$ cat src/rtl/router_pkt_fifo.sv
// Packet-aware output FIFO: stores {lfd tag, byte}, tracks packet framing on the read side.
// Optional read-stall auto-flush is enabled by defining ROUTER_FIFO_TIMEOUT_EN.
module router_pkt_fifo #(
    parameter int unsigned DATA_W      = 8,
    parameter int unsigned DEPTH       = 16,
    parameter int unsigned AF_LEVEL    = 14,
    parameter int unsigned TIMEOUT_CYC = 30
) (
    input  logic              clk_i,
    input  logic              rst_ni,
    input  logic              soft_rst_i,
    input  logic              we_i,
    input  logic              lfd_state_i,
    input  logic [DATA_W-1:0] din_i,
    input  logic              re_i,
    output logic [DATA_W-1:0] dout_o,
    output logic              dout_valid_o,
    output logic              sop_o,
    output logic              eop_o,
    output logic              empty_o,
    output logic              full_o,
    output logic              almost_full_o,
    output logic              len_err_o,
    output logic              timeout_o
);

    localparam int unsigned AW   = $clog2(DEPTH);
    localparam int unsigned PW   = AW + 1;
    localparam int unsigned CntW = DATA_W - 2;
    localparam logic [PW-1:0] AfLevel = PW'(AF_LEVEL);

    logic [DATA_W:0]   mem_q [DEPTH];
    logic [DATA_W:0]   rd_entry;
    logic [PW-1:0]     wr_ptr_q, wr_ptr_d, rd_ptr_q, rd_ptr_d, occ;
    logic [CntW-1:0]   pkt_cnt_q, pkt_cnt_d;
    logic [DATA_W-1:0] dout_q, dout_d;
    logic              dout_valid_q, dout_valid_d, sop_q, sop_d, eop_q, eop_d;
    logic              empty_q, empty_d, full_q, full_d, af_q, af_d, len_err_q, len_err_d;
    logic              tmo_fire, flush, do_wr, do_rd;

    assign flush = soft_rst_i | tmo_fire;
    assign do_wr = we_i & ~full_q & ~flush;
    assign do_rd = re_i & ~empty_q & ~flush;
    assign rd_entry = mem_q[rd_ptr_q[AW-1:0]];

    // Storage is deliberately left out of reset.
    always_ff @(posedge clk_i) begin
        if (do_wr) begin
            mem_q[wr_ptr_q[AW-1:0]] <= {lfd_state_i, din_i};
        end
    end

    always_comb begin
        wr_ptr_d     = wr_ptr_q;
        rd_ptr_d     = rd_ptr_q;
        pkt_cnt_d    = pkt_cnt_q;
        dout_d       = dout_q;
        dout_valid_d = 1'b0;
        sop_d        = 1'b0;
        eop_d        = 1'b0;
        len_err_d    = len_err_q;
        if (flush) begin
            wr_ptr_d  = '0;
            rd_ptr_d  = '0;
            pkt_cnt_d = '0;
            dout_d    = '0;
            len_err_d = 1'b0;
        end else begin
            if (do_wr) begin
                wr_ptr_d = wr_ptr_q + PW'(1);
            end
            if (do_rd) begin
                rd_ptr_d     = rd_ptr_q + PW'(1);
                dout_d       = rd_entry[DATA_W-1:0];
                dout_valid_d = 1'b1;
                if (rd_entry[DATA_W]) begin
                    // Header: expect length payload bytes plus one parity byte.
                    pkt_cnt_d = rd_entry[DATA_W-1:2] + CntW'(1);
                    sop_d     = 1'b1;
                    if (pkt_cnt_q != '0) begin
                        len_err_d = 1'b1;
                    end
                end else if (pkt_cnt_q == '0) begin
                    len_err_d = 1'b1;
                end else begin
                    pkt_cnt_d = pkt_cnt_q - CntW'(1);
                    eop_d     = (pkt_cnt_q == CntW'(1));
                end
            end
        end
        occ     = wr_ptr_d - rd_ptr_d;
        empty_d = (wr_ptr_d == rd_ptr_d);
        full_d  = (wr_ptr_d[AW] != rd_ptr_d[AW]) && (wr_ptr_d[AW-1:0] == rd_ptr_d[AW-1:0]);
        af_d    = (occ >= AfLevel);
    end

    always_ff @(posedge clk_i or negedge rst_ni) begin
        if (!rst_ni) begin
            wr_ptr_q     <= '0;
            rd_ptr_q     <= '0;
            pkt_cnt_q    <= '0;
            dout_q       <= '0;
            dout_valid_q <= 1'b0;
            sop_q        <= 1'b0;
            eop_q        <= 1'b0;
            len_err_q    <= 1'b0;
            empty_q      <= 1'b1;
            full_q       <= 1'b0;
            af_q         <= 1'b0;
        end else begin
            wr_ptr_q     <= wr_ptr_d;
            rd_ptr_q     <= rd_ptr_d;
            pkt_cnt_q    <= pkt_cnt_d;
            dout_q       <= dout_d;
            dout_valid_q <= dout_valid_d;
            sop_q        <= sop_d;
            eop_q        <= eop_d;
            len_err_q    <= len_err_d;
            empty_q      <= empty_d;
            full_q       <= full_d;
            af_q         <= af_d;
        end
    end

`ifdef ROUTER_FIFO_TIMEOUT_EN
    localparam int unsigned StallW = $clog2(TIMEOUT_CYC + 1);
    logic [StallW-1:0] stall_q, stall_d;
    logic              stalled, timeout_q;

    assign stalled  = ~empty_q & ~re_i;
    assign tmo_fire = stalled && (stall_q == StallW'(TIMEOUT_CYC - 1));
    assign stall_d  = (flush || !stalled) ? '0 : stall_q + StallW'(1);

    always_ff @(posedge clk_i or negedge rst_ni) begin
        if (!rst_ni) begin
            stall_q   <= '0;
            timeout_q <= 1'b0;
        end else begin
            stall_q   <= stall_d;
            timeout_q <= tmo_fire;
        end
    end
    assign timeout_o = timeout_q;
`else
    logic unused_timeout_cyc;
    assign unused_timeout_cyc = ^32'(TIMEOUT_CYC);
    assign tmo_fire  = 1'b0;
    assign timeout_o = 1'b0;
`endif

    assign dout_o        = dout_q;
    assign dout_valid_o  = dout_valid_q;
    assign sop_o         = sop_q;
    assign eop_o         = eop_q;
    assign empty_o       = empty_q;
    assign full_o        = full_q;
    assign almost_full_o = af_q;
    assign len_err_o     = len_err_q;

endmodule
$ cat config.mk
export PLATFORM = sky130hd
export DESIGN_NAME = router_pkt_fifo
export DESIGN_NICKNAME = d
export VERILOG_FILES = /design/src/rtl/router_pkt_fifo.sv
export SDC_FILE = /design/constraint.sdc
export NUM_CORES = 1
export LEC_CHECK = 0
export CORE_MARGIN = 2
export CORE_UTILIZATION = 60
export CTS_BUF_LIST = sky130_fd_sc_hd__clkbuf_8 sky130_fd_sc_hd__clkbuf_16
export CTS_CLUSTER_DIAMETER = 60
export DETAILED_ROUTE_END_ITERATION = 6
export GPL_TIMING_DRIVEN = 0
export PLACE_DENSITY = 0.84
export SYNTH_ARGS = -nofsm -noshare
export SYNTH_HDL_FRONTEND = slang
export SYNTH_SLANG_ARGS = --single-unit
export TNS_END_PERCENT = 50
$ cat constraint.sdc
create_clock -name clk_i -period 3 [get_ports clk_i]
set_input_delay 0.3 -clock clk_i [delete_from_list [all_inputs] [get_ports clk_i]]
set_output_delay 0.3 -clock clk_i [all_outputs]
set_load 0.02 [all_outputs]
* Word-level counts from Yosys, hierarchy flattened
Memories as Yosys holds them, arrays and structs flattened.
Index checks and enable logic that the tools add are counted.
** Storage, ports and cells
- Flip-flop bits (word level) :: 31
- Bits in writable memories :: 144
- Bits of input ports :: 14
- Output and inout port bits :: 16
- Logic and storage cells :: 64
- Memories :: 1
** Memory list
- mem_q :: words 16, width 9, rd ports 1, clocked after memory_dff 0, write ports 1, line 32 : logic [DATA_W:0] mem_q [DEPTH];
** Operators by class
- $add $sub $neg :: 5
- Magnitude comparators :: 1
- Equal/unequal tests :: 6
- Muxes and demuxes :: 26
- Bitwise gates (word level) :: 7
- Reductions and logical operators :: 7
** Operators by type and width (count)
- two-way mux 6 bit :: 4
- two-way mux 5 bit :: 4
- two-way mux 1 bit :: 16
- two-way mux 8 bit :: 2
- adder 5 x 1 -> 5 bit, second input constant :: 2
- adder 6 x 1 -> 6 bit, second input constant :: 1
- equality test 6 x 1 -> 1 bit, second input constant :: 1
- zero test 6 bit :: 1
- nonzero test 6 bit :: 1
- subtractor 6 x 1 -> 6 bit, second input constant :: 1
- equality test 5 bit :: 1
- greater-or-equal comparator 5 x 4 -> 1 bit, second input constant :: 1
- subtractor 5 bit :: 1
- bitwise AND 1 bit :: 4
- equality test 4 bit :: 1
- inequality test 3 x 2 -> 1 bit, second input constant :: 1
- inequality test 3 bit, second input constant :: 1
- NOT 1 bit :: 3
- AND reduction 3 bit :: 1
- nonzero test 3 bit :: 1
- AND reduction 2 bit :: 1
- nonzero test 2 bit :: 1
- logical AND 1 bit :: 1
- inequality test 1 bit :: 1

* Depth between registers and ports, before layout
- Depth in word-level cells :: 7
- Mapped depth :: 12
- Gate-level depth less buffers :: 10

* Worst setup path after synthesis
Ideal clock, no wire load.
- Path type :: flip-flop to flip-flop
- Start point :: reg rd_ptr_q[1]
- End point :: reg af_q, in the netlist almost_full_o
- Library setup time :: 122 ps
- Data arrival time :: 2365 ps
- Required time :: 2878 ps
- Setup slack :: 513 ps
- Stages on the path, launching flop included :: 12
- Path buffers :: 4
- Period minus slack after synthesis :: 2487 ps
- Cells stage by stage :: dfrtp_1 buf_6 buf_6 buf_2 buf_2 mux2i_1 or2_2 fa_1 a21o_1 a21oi_1 xnor2_1 nand2_1
** On the way
- Longest elaborated chain between the ends :: 5
** RTL lines
- start: declaration :: line 34 : logic [PW-1:0] wr_ptr_q, wr_ptr_d, rd_ptr_q, rd_ptr_d, occ;
- start signal: assignment :: line 112 : rd_ptr_q <= rd_ptr_d;
- adder 5 x 1 -> 5 bit :: line 73 : rd_ptr_d = rd_ptr_q + PW'(1);
- two-way mux 5 bit * :: line 72 : if (do_rd) begin
- two-way mux 5 bit * :: line 62 : if (flush) begin
- subtractor 5 bit * :: line 91 : occ = wr_ptr_d - rd_ptr_d;
- greater-or-equal comparator 5 x 4 -> 1 bit * :: line 94 : af_d = (occ >= AfLevel);
- net af_d :: line 38 : logic empty_q, empty_d, full_q, full_d, af_q, af_d, len_err_q, len_err_d;
- end signal: assignment :: line 109 : af_q <= 1'b0;
- end signal: assignment :: line 121 : af_q <= af_d;
- end: declaration :: line 38
The timed path passes the listed nets; every way through them passes the cells marked *.
A chain may end at the register's enable or synchronous reset.

* Worst setup path in the final report
- Start point :: reg full_q, in the netlist full_o
- End point :: mem mem_q[8][0] (netlist bit) (enable)
** On the way
- Longest elaborated chain between the ends :: 5
** RTL lines
- start: declaration :: line 38
- start signal: assignment :: line 120 : full_q <= full_d;
- NOT 1 bit :: line 42 : assign do_wr = we_i & ~full_q & ~flush;
- bitwise AND 1 bit (2 in a row) :: line 42
- two-way mux 1 bit :: line 48 : if (do_wr) begin
- two-way mux 1 bit (not written as such) :: line 49 : mem_q[wr_ptr_q[AW-1:0]] <= {lfd_state_i, din_i};
- end: declaration :: line 32
Every way passes these cells.

==> flow_summary.yaml <==
sta:
  finalHoldViolCount: 0
  final_max_slew_viol_count: 0
  fmax_ghz: 0.3460
  relSlewSlack: 0.08874
  fin_skew_ns: 0.005422
  setup_viol: 0
  layout_min_cycle_time_ns: 2.890
  grt_setup_unrepaired: "false"
  timing.final.ws_setup_ns: 0.1100
  finalCritPeriodShare: 0.9633
  tightestPinTransition_ns: 1.362
critical_path:
  worstPathRequired_ns: 3.04
  cp-start-kind: "flop"
  crit_path_end_kind: "flop"
  criticalPathCategory: "reg2reg"
  path_max_fanout: 9
  worst_ep_arrival_time_ns: 2.93
clock_network:
  cts_tree: "done"
  cts.sinks: 175
  clk_latency_ns: 0.43
  cts_buffer_depth: 2
  cts_buffers: 17
  path_clk_slew_ns: 0.07
  root_buffer: "clkbuf_16"
  postCtsSetupBuffers: 0
  htree_levels: 4
die:
  num_rows: 40
  fp.dieW_um: 114.9
  core_um2: 12010
  initial_core_util: 0.6146
  io_pins: 30
  fp.dieH_um: 114.9
  die_area_um2: 13210
global_route:
  antenna_found_initial: 0
  grtUsageTotal: 0.2600
  grt_pass1_vias: 4153
  grt_max_degree: 32
  grt_pass1_wl_um: 23990
  grt_overflow: 0
layout:
  nets: 520
  final_cells: 652
  antenna_cells: 0
  most-common-layout-cells: "edfxtp_1, mux4_2, dfrtp_1"
  regArea_um2: 5101
  multi_input_area_um2: 2112
  drive_gt1_frac: 0.1921
  area_growth_pct: 14.73
  nFillCells: 752
  fin_util: 0.7051
  final_common_cell: "edfxtp_1"
yosys:
  seq_area_frac_synth: 0.6910
  synthFlopType: "edfxtp_1"
  synth_top_area_frac: 0.5858
  synth.largest_area_cell: "edfxtp_1"
  synth_warnings: 0
  syn_area_per_cell_um2: 16.66
  synth-seq-cells: 175
  postSynthCellCount: 443
  synth.cell_area_um2: 7382
  synthArstFlopShare: 0.1771
  synthTopCellsByArea: "edfxtp_1, mux4_2, dfrtp_1"
  synth_edf_count: 144
  synth.distinct_cells: 54
  synth_nets: 471
drt:
  vias: 4108
  first_pass_iters: 5
  drc_errors: 0
  postRouteAntennaNets: 0
  initialDrtViolationCount: 500
  wl_per_cell_um: 24.12
  viasPerCell: 6.301
  wl_um: 15730
power_and_ir_drop:
  p_leak_nw: 2.897
  power_density_nw_per_um2: 685.6
  peakVddDrop_mv: 0.6500
place:
  dp_cells: 620
  preCtsSetupSlack_ns: -0.2882
  gp_congestion: 0.7987
  io_buffers: 28
  hpwl_um: 10040
status:
  status: "complete, no violations"
hold_path:
  hp-class: "in2async"
job:
  drv_cap: 0
[synthesized netlist by cell type (3+ instances only)]
library cell / count
xor2_1: 8
buf_2: 4
o21ai_1: 3
mux4_2: 36
a31oi_1: 5
a21oi_1: 16
ha_1: 13
a21o_1: 3
nand4_1: 3
nor3_1: 7
edfxtp_1: 144
nand3_1: 4
inv_1: 13
nand2b_1: 6
nor2_1: 29
clkbuf_1: 10
o22ai_1: 9
mux2i_1: 12
xnor2_1: 7
buf_4: 4
nor3b_1: 3
or2_2: 4
dfrtp_1: 30
or3_1: 3
buf_6: 4
nand2_1: 28
[through the flow]
stage	hold slack (ns)	TNS, ns	power [mW]	area, um2
floorplan	0.004409	0	3.425	7382
detailed placement	0.5067	-6.057	3.711	7889
global placement	0.4960	-10.98	3.671	7846
CTS	0.5175	0	5.838	8468
global route	0.5019	0	6.020	8469
finish	0.4384	0	5.807	8469
[registers in the layout (all words and copies together), names as in the netlist]
signal and flops:
mem_q 144, dout_valid_o 1, full_o 1, dout_o 8
pkt_cnt_q 6, sop_o 1, wr_ptr_q 5, len_err_o 1
rd_ptr_q 5, empty_o 1, almost_full_o 1, eop_o 1
[where the power goes]
group / total (mW) / internal [mW] / leakage (nW) / switching (mW)
combinational: 0.919 / 0.414 / 0.898 / 0.505
clock: 2.14 / 1.17 / 0.279 / 0.970
sequential: 2.75 / 2.70 / 1.72 / 0.0449
total: 5.81 / 4.29 / 2.90 / 1.52
[logic make-up after synthesis]
kind of cell | synth area share
flops | 0.6910
simple gates | 0.06407
mux | 0.1325
compound gates | 0.04373
buf+inv | 0.02559
xor+xnor | 0.01780
fa+ha+maj | 0.02475
other cells | 0.0005080
[path summary, 6_finish.rpt]
check / from / end / slack [ns] / depth (start not counted)
max reg2reg: full_o$_DFF_PN0_ / mem_q[8][0]$_DFFE_PP_ / 0.11 / 3
min in group clk_i: len_err_o$_DFFE_PN0P_ / len_err_o$_DFFE_PN0P_ / 0.51 / 2
min reg2reg: len_err_o$_DFFE_PN0P_ / len_err_o$_DFFE_PN0P_ / 0.51 / 2
max: full_o$_DFF_PN0_ / mem_q[8][0]$_DFFE_PP_ / 0.11 / 3
max in group asynchronous: rst_ni / pkt_cnt_q[1]$_DFFE_PN0P_ / 2.12 / 2
min: rst_ni / almost_full_o$_DFF_PN0_ / 0.44 / 2
[final cells by class]
class,count,area share
tap,147,0.02172
inverter,14,0.006205
buffer,22,0.01596
sequential,175,0.6023
clock inverter,15,0.01788
timing repair buffer,31,0.03634
multi-input combinational,231,0.2494
clock buffer,17,0.05023
[metal layers]
| layer | routed length [um] | global-route usage | up-vias |
|---|---|---|---|
| met2 | 7786 | 0.4047 | 187 |
| met1 | 6218 | 0.3496 | 2073 |
| met3 | 1184 | 0.07380 | 39 |
| met4 | 536 | 0.1133 | 0 |
| met5 | 0 | 0 | - |
| li1 | - | - | 1809 |
[worst max-delay path, cell delays in order, from the launching register on]
cell and delay [ns]:
dfrtp_1 0.39, nor3b_1 0.72, nand2_1 0.29, nor2_1 1.09
[what timing repair did]
item	CTS	global route
endpoints found under the hold margin	0	30
gates resized for setup	1	2
setup endpoints to repair	1	1
hold buffers	0	1
Note: power is estimated with default switching activity, not from simulation.
